<file path="src/rtl/sr_bank_pkg.sv">
// Shared definitions for the SR register bank: S=R=1 resolution modes.
package sr_bank_pkg;

    typedef enum logic [1:0] {
        MODE_HOLD    = 2'b00,
        MODE_SET_PRI = 2'b01,
        MODE_RST_PRI = 2'b10,
        MODE_TOGGLE  = 2'b11
    } mode_e;

endpackage

</file>
<file path="src/rtl/sr_register_bank_cell.sv">
// Single SR channel: combinational next-state and conflict detection.
module sr_cell
    import sr_bank_pkg::*;
(
    input  logic       s,
    input  logic       r,
    input  logic       q,
    input  logic [1:0] mode,
    output logic       q_next,
    output logic       conflict_hit
);

    always_comb begin
        q_next       = q;
        conflict_hit = s & r;
        unique case ({s, r})
            2'b10: q_next = 1'b1;
            2'b01: q_next = 1'b0;
            2'b11: begin
                unique case (mode_e'(mode))
                    MODE_HOLD:    q_next = q;
                    MODE_SET_PRI: q_next = 1'b1;
                    MODE_RST_PRI: q_next = 1'b0;
                    MODE_TOGGLE:  q_next = ~q;
                    default:      q_next = q;
                endcase
            end
            default: q_next = q;
        endcase
    end

endmodule

</file>
<file path="src/rtl/sr_register_bank.sv">
// Bank of WIDTH SR channels with edge pulses, sticky conflict flags and a
// saturating conflict-cycle counter.
module sr_register_bank
    import sr_bank_pkg::*;
#(
    parameter int unsigned       WIDTH     = 8,
    parameter int unsigned       CNT_W     = 8,
    parameter logic [WIDTH-1:0]  RESET_VAL = '0
) (
    input  logic             clk,
    input  logic             reset,
    input  logic             en,
    input  logic [1:0]       mode,
    input  logic [WIDTH-1:0] s,
    input  logic [WIDTH-1:0] r,
    input  logic             clr_conflict,
    output logic [WIDTH-1:0] q,
    output logic [WIDTH-1:0] q_rise,
    output logic [WIDTH-1:0] q_fall,
    output logic [WIDTH-1:0] conflict,
    output logic [CNT_W-1:0] conflict_cnt
);

    localparam logic [CNT_W-1:0] CNT_MAX = '1;

    logic [WIDTH-1:0] q_q, q_d;
    logic [WIDTH-1:0] rise_q, rise_d;
    logic [WIDTH-1:0] fall_q, fall_d;
    logic [WIDTH-1:0] conflict_q, conflict_d;
    logic [CNT_W-1:0] cnt_q, cnt_d;
    logic [WIDTH-1:0] q_next_vec;
    logic [WIDTH-1:0] hit_vec;

    for (genvar i = 0; i < WIDTH; i++) begin : g_cell
        sr_cell u_cell (
            .s            (s[i]),
            .r            (r[i]),
            .q            (q_q[i]),
            .mode         (mode),
            .q_next       (q_next_vec[i]),
            .conflict_hit (hit_vec[i])
        );
    end

    logic [WIDTH-1:0] hit_en;
    logic [CNT_W-1:0] cnt_base;

    always_comb begin
        q_d    = en ? q_next_vec : q_q;
        hit_en = en ? hit_vec : '0;
        rise_d = q_d & ~q_q;
        fall_d = ~q_d & q_q;
        // Clear is applied first so a same-edge conflict wins over it.
        conflict_d = (clr_conflict ? '0 : conflict_q) | hit_en;
        cnt_base   = clr_conflict ? '0 : cnt_q;
        cnt_d      = cnt_base;
        if (|hit_en && cnt_base != CNT_MAX) begin
            cnt_d = cnt_base + 1'b1;
        end
    end

    always_ff @(posedge clk or posedge reset) begin
        if (reset) begin
            q_q        <= RESET_VAL;
            rise_q     <= '0;
            fall_q     <= '0;
            conflict_q <= '0;
            cnt_q      <= '0;
        end else begin
            q_q        <= q_d;
            rise_q     <= rise_d;
            fall_q     <= fall_d;
            conflict_q <= conflict_d;
            cnt_q      <= cnt_d;
        end
    end

    assign q            = q_q;
    assign q_rise       = rise_q;
    assign q_fall       = fall_q;
    assign conflict     = conflict_q;
    assign conflict_cnt = cnt_q;

endmodule

</file>
<file path="config.mk">
export PLATFORM = sky130hd
export DESIGN_NAME = sr_register_bank
export DESIGN_NICKNAME = d
export VERILOG_FILES = /design/src/rtl/sr_bank_pkg.sv /design/src/rtl/sr_register_bank_cell.sv /design/src/rtl/sr_register_bank.sv
export SDC_FILE = /design/constraint.sdc
export NUM_CORES = 1
export LEC_CHECK = 0
export BUFFER_PORTS_ARGS = -buffer_cell sky130_fd_sc_hd__buf_4
export CAP_MARGIN = 0
export CORE_MARGIN = 2
export CORE_UTILIZATION = 53
export DETAILED_ROUTE_END_ITERATION = 8
export MAX_ROUTING_LAYER = met4
export PLACE_DENSITY = 0.83
export SYNTH_ARGS = -nofsm -noshare
export SYNTH_HDL_FRONTEND = slang
export SYNTH_SLANG_ARGS = --single-unit
</file>
<file path="constraint.sdc">
create_clock -name clk -period 3.8 [get_ports clk]
set_input_delay 0 -clock clk [delete_from_list [all_inputs] [get_ports clk]]
set_output_delay 0 -clock clk [all_outputs]
set_load 0.01 [all_outputs]
</file>
==> After elaboration in Yosys (flattened, before gate mapping) <==
Index checks and enable logic that the tools add are counted.
{ "word_totals": {"reg_bits": 40, "in_bits": 22, "wordCells": 79} }
{ "classes": {"n_addsub": 1, "n_eq_ne": 28, "mux": 21, "n_bitwise": 21, "reduce_logical": 3} }
{ "op_table": {"columns": ["op", "n"], "rows": [
  ["8-bit two-way mux", 5],
  ["2-bit equality test, second input constant", 18],
  ["1-bit one-hot mux with 4 select lines", 8],
  ["1-bit one-hot mux with 3 select lines", 8],
  ["2-bit by 1-bit equality test with 1-bit output, second input constant", 9],
  ["8-bit bitwise AND", 2],
  ["8-bit inverter", 2],
  ["8-bit by 1-bit adder with 8-bit output, second input constant", 1],
  ["1-bit bitwise AND", 8],
  ["8-bit inequality test, second input constant", 1],
  ["1-bit inverter", 8],
  ["8-bit OR", 1],
  ["8-bit OR reduction", 1],
  ["2-bit zero test", 1],
  ["1-bit logical AND", 1]
]} }

==> Logic depth before layout (Yosys ltp) <==
Gate-level depths: netlist of run 1.
{ "logic_depth": {"depth_word": 6, "depth_mapped": 6, "mapped_depth_nobuf": 6} }

==> Hierarchy <==
From an unflattened synthesis of run 1, not the netlist that was laid out.
{ "unflattened": {"hier_cells": 171, "hier_area_um2": 1876.8} }
{ "by_module_without_submodules": {"columns": ["mod", "instances", "cells_each", "area_per_inst_um2", "seq_area_each_um2"], "rows": [
  ["sr_register_bank", 1, 123, 1556.5, 1001.0],
  ["sr_cell", 8, 6, 40.0, 0.0]
]} }

==> Worst setup path before layout of run 1 <==
No wires, ideal clock.
{ "synth_timing": {"kind": "reg2reg", "from": "register cnt_q[0] (netlist: conflict_cnt[0])", "to": "register cnt_q[1] (netlist: conflict_cnt[1])", "setup_ps": 125, "t_arrival_ps": 1531, "path_slack_ps": 2145, "path_stages_with_launch": 7, "path_buffers": 0, "path_cell_list": "dfrtp_1 nor2b_1 ha_1 nand4_1 o21ai_2 nor2_1 mux2_2"} }
{ "synth_between": {"elab_chain_cells": 4, "word_cells_on_any_way": 5, "cone_classes": "add/sub (1); eq/ne (1); mux (2); reduce/logical (1)"} }
{ "synth_rtl": {"columns": ["element", "line_no", "rtl"], "rows": [
  ["start: declaration", "sr_register_bank.sv:30", "logic [CNT_W-1:0] cnt_q, cnt_d;"],
  ["start signal: assignment", "sr_register_bank.sv:74", "cnt_q <= cnt_d;"],
  ["8-bit two-way mux (*)", "sr_register_bank.sv:55", "cnt_base = clr_conflict ? '0 : cnt_q;"],
  ["branches (longest 2 deep; another with 8-bit by 1-bit adder with 8-bit output)", null, null],
  ["8-bit two-way mux (*)", "sr_register_bank.sv:57", "if (|hit_en && cnt_base != CNT_MAX) begin"],
  ["named net cnt_d[1]", "sr_register_bank.sv:30", null]
]} }
Mark *: on every way through the listed nets, which the timed path passes.

==> Final worst setup path of run 1 <==
Same ends and word-level chain as after synthesis.

==> results of run 1 <==
stage by stage:
| stage | cells | hold WS [ps] | setup WS, ps |
|---|---|---|---|
| 3_5_place_dp | 274 | 155 | 2070 |
| 4_1_cts | 307 | 23.2 | 2050 |
| 2_1_floorplan | 181 | 82.3 | 2140 |
| 3_3_place_gp | 274 | 154 | 2100 |
| 6_report | 307 | 24.6 | 2040 |
| 5_1_grt | 307 | 22.6 | 1900 |
critical path, delay by kind of cell (launching register included):
| kind | cells | cell delay (ps) |
|---|---|---|
| simple gates | 3 | 450 |
| flops | 1 | 390 |
| compound gates | 1 | 300 |
| mux | 1 | 280 |
| fa+ha+maj | 1 | 240 |
state kept, by name (all words and copies together) (netlist names):
register,flops
q,8
conflict,8
conflict_cnt,8
q_fall,8
q_rise,8
report_power, final:
part / switching [mW] / internal (mW)
sequential: 0.0349 / 0.466
clock: 0.128 / 0.0682
combinational: 0.109 / 0.122
synth_stat cells, drive strengths merged:
master    n
ha        1
and4      1
or3b      1
o31ai     2
xnor2     3
nor4      2
o2bb2ai   3
dfrtp    40
inv      10
mux2i     5
nand4     1
nand3    19
a22oi     4
nand2    11
mux2      1
or4       2
nor2b     7
nor3      1
clkbuf    2
o21ai    10
nand2b    4
a21o      4
a21oi    25
nand4b    1
xor2      1
a211oi    4
nor3b     1
buf      13
nor2      2
worst min-delay path by stage:
stage	slack (ps)	from	endpoint	cells after the start
final	20	mode[0]	q[2]	3
after global routing	20	mode[0]	q[0]	3
after CTS	20	mode[0]	q[2]	3
after detailed placement	150	reset	conflict[0]	3
after global placement	150	reset	conflict[0]	3
after floorplan	80	s[3]	q_fall[3]	1
routing by layer:
layer	share of wire (%)	routed length [microns]	vias to the layer above
met3	4.6	206	11
met2	49	2150	60
met4	2.3	103	0
met1	44	1970	765
li1	-	-	795
met5	0	0	-
final cells by class:
| class | count | area share [%] |
|---|---|---|
| Tap cell | 46 | 2.24 |
| Sequential cell | 40 | 38.9 |
| Inverter | 10 | 1.46 |
| Multi-Input combinational cell | 116 | 27.5 |
| Timing Repair Buffer | 88 | 28.2 |
| Clock buffer | 6 | 1.60 |
| Clock inverter | 1 | 0.194 |
what timing repair did:
action,4_1_cts,5_1_grt
endpoints found under the setup margin,0,0
gates resized for setup,0,0
hold buffers,26,0
hold endpoints to repair,69,0
cell usage in the layout, fill, tap and decap left out, drive strengths merged:
| cell type | Yosys | final |
|---|---|---|
| buf | 13 | 62 |
| dfrtp | 40 | 40 |
| dlygate4sd3 | 0 | 26 |
| a21oi | 25 | 25 |
| nand3 | 19 | 19 |
| nand2 | 11 | 11 |
| inv | 10 | 10 |
| o21ai | 10 | 10 |
| nor2b | 7 | 7 |
| clkbuf | 2 | 6 |
| mux2i | 5 | 5 |
| a22oi | 4 | 4 |
| nand2b | 4 | 4 |
| a211oi | 4 | 4 |
| a21o | 4 | 4 |
| xnor2 | 3 | 3 |
| o2bb2ai | 3 | 3 |
| nor4 | 2 | 2 |
| o31ai | 2 | 2 |
| or4 | 2 | 2 |
| nor2 | 2 | 2 |
| nand4b | 1 | 1 |
| and4 | 1 | 1 |
| nand4 | 1 | 1 |
| nor3b | 1 | 1 |
| mux2 | 1 | 1 |
| xor2 | 1 | 1 |
| nor3 | 1 | 1 |
| or3b | 1 | 1 |
| ha | 1 | 1 |
| clkinv | 0 | 1 |
cells by family (layout without fill, tap and decap cells):
logic type               Yosys count  in the layout  synth area share (%)
flip-flops                        40             40                  54.3
AO/OA/AOI/OAI                     52             52                  16.8
XOR/XNOR                           4              4                  1.90
buffers and inverters             25            105                  7.27
AND/OR/NAND/NOR                   53             53                  15.6
multiplexers                       6              6                  3.33
adder cells (fa/ha/maj)            1              1                 0.679
==> run metrics, run 1 <==
core area=roughly 0.0033 sq mm; Sink Count=40; vias in the first global route=1521; Syn Nets=about 200; Cell Chain, Critical Path=nor2b_1 > ha_1 > nand4_1 > o21ai_2 > nor2_1 > mux2_2; H-tree depth=2; RR Endpoint=conflict_cnt[1]; met2 Usage GRT=37.9%; vias=1631; FP Rows=21; n_diodes=0; Leak Pwr=1.25 nW; Root Driver=clkbuf_4; TritonCTS clock tree=done; Slew @ Worst Pin=483 ps; Final nets=284; CTS buffer count=5; CTS max path bufs=2; Final setup viols=0; Port Buffers=61; fmax=0.568 GHz; Worst EP required=between 4000 and 5000 ps; DR WL/cell=14.4 microns; critical path's largest stage delay=between 300 and 400 ps; Worst setup EP type=register; Yosys reg bits=40; overall power=between 0.9 and 1 mW; clock latency on the worst-skew pair=340 ps; critical path's slowest cell=dfrtp_1; met1 usage=about 33%; DRC Markers=0; total global routing track utilization=24.8%; vias per cell=5.31; area leader, netlist=dfrtp_1; RSZ-0062 raised after global routing=no; sequential share of the synthesized area=54.3%; crit path max fanout=9; synthesized area per cell=about 10 sq um; Slew headroom=approximately 68%; Final Cycle Share=between 40% and 50%; Finished Core Util=77.2%; Area Overhead vs Synth=39.8%; first-pass GRT wire length=7400 microns; GRT busiest layer=met2; Syn. warnings=0; storage element area=0.00100 sq mm; Power Density=361 mW/mm^2; postcts setup bufs=0; Period minus WS final=1760 ps; Register-to-Register Path Depth=6; Post-DP HPWL=2860 microns; initial core utilization=55.2%; Overflow after GRT=0; top-area cell type share of the netlist area=54.3%; met3 Use GR=5.77%; Filler Cell Count=212; initial antenna violation count=0; share of post-route cells with drive strength above 1=27.2%; WP data arrival=2000 ps; Die Wd=63.0 microns; Final Max Slew Viols=0; Post-Syn Instances=181; I/O Pins=62; ranking of synthesized cells by area=dfrtp_1, a21oi_1, nand3_1, buf_4, mux2i_1; outcome=completed; Netlist cell types=33; Placer Congestion=0.744; largest net degree at the start of global routing=41; CP Launch Type=register; Worst VDD drop=0.303 mV; Setup TNS=0 ps; final hold viol count=0; reg2reg setup slack=2040 ps; DR pass1 iterations=5; post-route ant nets=0; clock skew=12.5 ps; Max-Cap Viols=0; routed wire length=4430 microns; Placed Area=0.00227 sq mm; Final Cell Area=between 0.002 and 0.003 sq mm; origin of the critical flop-to-flop path=conflict_cnt[0]; worst hold path class=input port to register; post-synthesis cell area=0.00184 sq mm; die area=0.00396 sq mm; multi-input logic area=707 sq um; worst setup path class=register to register; clock edge transition at the registers on the reported setup and hold paths=about 110 ps; Critical Path Sink=conflict_cnt[1]; Detailed Route Iter0 Violations=98; CP startpoint=conflict_cnt[0]; die span in y=63.0 microns
(Power assumes the default switching activity.)
==> inputs of run 2 (changes only) <==
- CORE_UTILIZATION: 53 -> 49
- PLACE_DENSITY: 0.83 -> 0.78
- clock period: 3.8 -> 1.7 ns (I/O delays scaled with it)
==> run 2 against run 1 <==
Compared with the run above:
- non-clock buffer count increased by 2
- setup slack got worse by 1900 ps
- sequential share of layout area decreased by 1.5 points
- cell count increased by 1.6%
==> run metrics, run 2 (synthesis gave the netlist of run 1 again) <==
multi-input logic area=between 700 and 800 sq um; n_diodes=0; clock latency on the worst-skew pair=roughly 290 ps; DRC Markers=0; Port Buffers=61; Placer Congestion=0.820; Placed Area=0.00229 sq mm; Detailed Route Iter0 Violations=133; RSZ-0062 raised after global routing=no; Overflow after GRT=0; critical path's largest stage delay=460 ps; Slew @ Worst Pin=495 ps; outcome=completed; Root Driver=clkbuf_8; WP data arrival=1770 ps; worst path bufs/invs=0; Worst EP required=1870 ps; Die Wd=65.3 microns; Power Density=around 860 mW/mm^2; dpl ws=-50.9 ps; Final setup viols=0; Max-Cap Viols=0; Final Max Slew Viols=0; I/O Pins=62; placed cell count=279; DR pass1 iterations=4; Post-Layout Cell Count=312; most common cell after layout, fill and taps aside=buf_4; clock edge transition at the registers on the reported setup and hold paths=70 ps; fmax=0.625 GHz; routed wire length=4590 microns; TritonCTS clock tree=done; DR WL/cell=14.7 microns; share of post-route cells with drive strength above 1=approximately 33%; CP Launch Type=register; largest net degree at the start of global routing=41; Register-to-Register Path Depth=4; cell family with most CP delay=simple AND/OR/NAND/NOR gates; worst setup path class=register to register; Final nets=approximately 290; clock skew=6.35 ps; vias=1690; CTS buffer count=5; die area=0.00427 sq mm; worst hold path class=input port to register; Leak Pwr=1.29 nW; Crit. path cell count=4; post-route setup slack=100 ps; die span in y=65.3 microns; post-route ant nets=0; met1 usage=29.1%; reg2reg setup slack=100 ps; core area=~0.0036 sq mm; storage element area=0.00100 sq mm; FP Rows=22; initial antenna violation count=0; Cells on Worst Hold Path=3; vias per cell=~5.4; CTS max path bufs=2; Worst setup EP type=register; critical path's slowest cell=dfrtp_1; H-tree depth=2; Filler Cell Count=283; final hold viol count=0; Final Cycle Share=94.1%; Slew headroom=67.0%; Sink Count=40; first-pass GRT wire length=7380 microns; met3 Use GR=5.82%; Final Cell Area=roughly 0.0027 sq mm; total global routing track utilization=23.5%; crit path max fanout=5; Period minus WS final=1600 ps; GRT busiest layer=met2; Worst VDD drop=between 0.5 and 0.6 mV; highest-count cells in the layout ignoring fill and taps=buf_4, dfrtp_1, a21oi_1; Area Overhead vs Synth=45.4%; initial core utilization=50.7%; met2 Usage GRT=between 30% and 40%; Cell Chain, Critical Path=nand4b_1 > nor3_1 > or3b_1 > mux2i_1; vias in the first global route=between 1500 and 2000; Post-DP HPWL=3000 microns
[run 2: area by class of cell]
class | instances | area share [%]
clock buffer | 8 | 3.36
inverter | 10 | 1.40
multi-input combinational | 116 | 28.4
sequential | 40 | 37.4
tap | 48 | 2.24
timing repair buffer | 90 | 27.3
[run 2: timing repair]
| item | CTS | global route |
|---|---|---|
| hold endpoints to repair | 68 | 0 |
| pin swaps | 1 | 4 |
| endpoints found under the setup margin | 4 | 5 |
| setup buffers | 1 | 2 |
| hold buffers | 22 | 0 |
| cloned | 0 | 0 |
| resized for setup | 1 | 12 |
[run 2: layer usage]
metal	share of wire, %	wire, microns
met5	0	0
met4	1.2	56
met2	53	2430
met3	4.8	221
met1	41	1880
[run 2: tightest hold or removal path, stage by stage]
cell and delay, ps:
buf_4 100, nand3_1 80, o21ai_0 80
[run 2: where the power goes]
part           internal (mW)  total [mW]  switching (mW)
clock network          0.331       0.643           0.312
logic                  0.288       0.543           0.255
registers               1.04        1.11          0.0716
[run 2: worst paths after layout]
check,to,start
worst max-delay path,conflict_cnt[7],conflict_cnt[3]
worst min-delay path,conflict[4],r[4]
worst max register to register,conflict_cnt[7],conflict_cnt[3]
worst min register to register,q_rise[5],q[5]
max in group asynchronous,conflict[2],reset
min in group asynchronous,conflict_cnt[5],reset
[run 2: per-stage QoR]
step / utilization [%] / TNS, ps / hold WS, ps / total power [mW]
floorplan: - / 0 / 82.3 / 1.39
global placement: 63.1 / 0 / 154 / 1.59
detailed placement: 63.1 / -68.6 / 158 / 1.61
CTS: 72.1 / 0 / 20.7 / 2.28
global route: 73.7 / 0 / 44.7 / 2.41
finish: 73.7 / 0 / 18.9 / 2.30
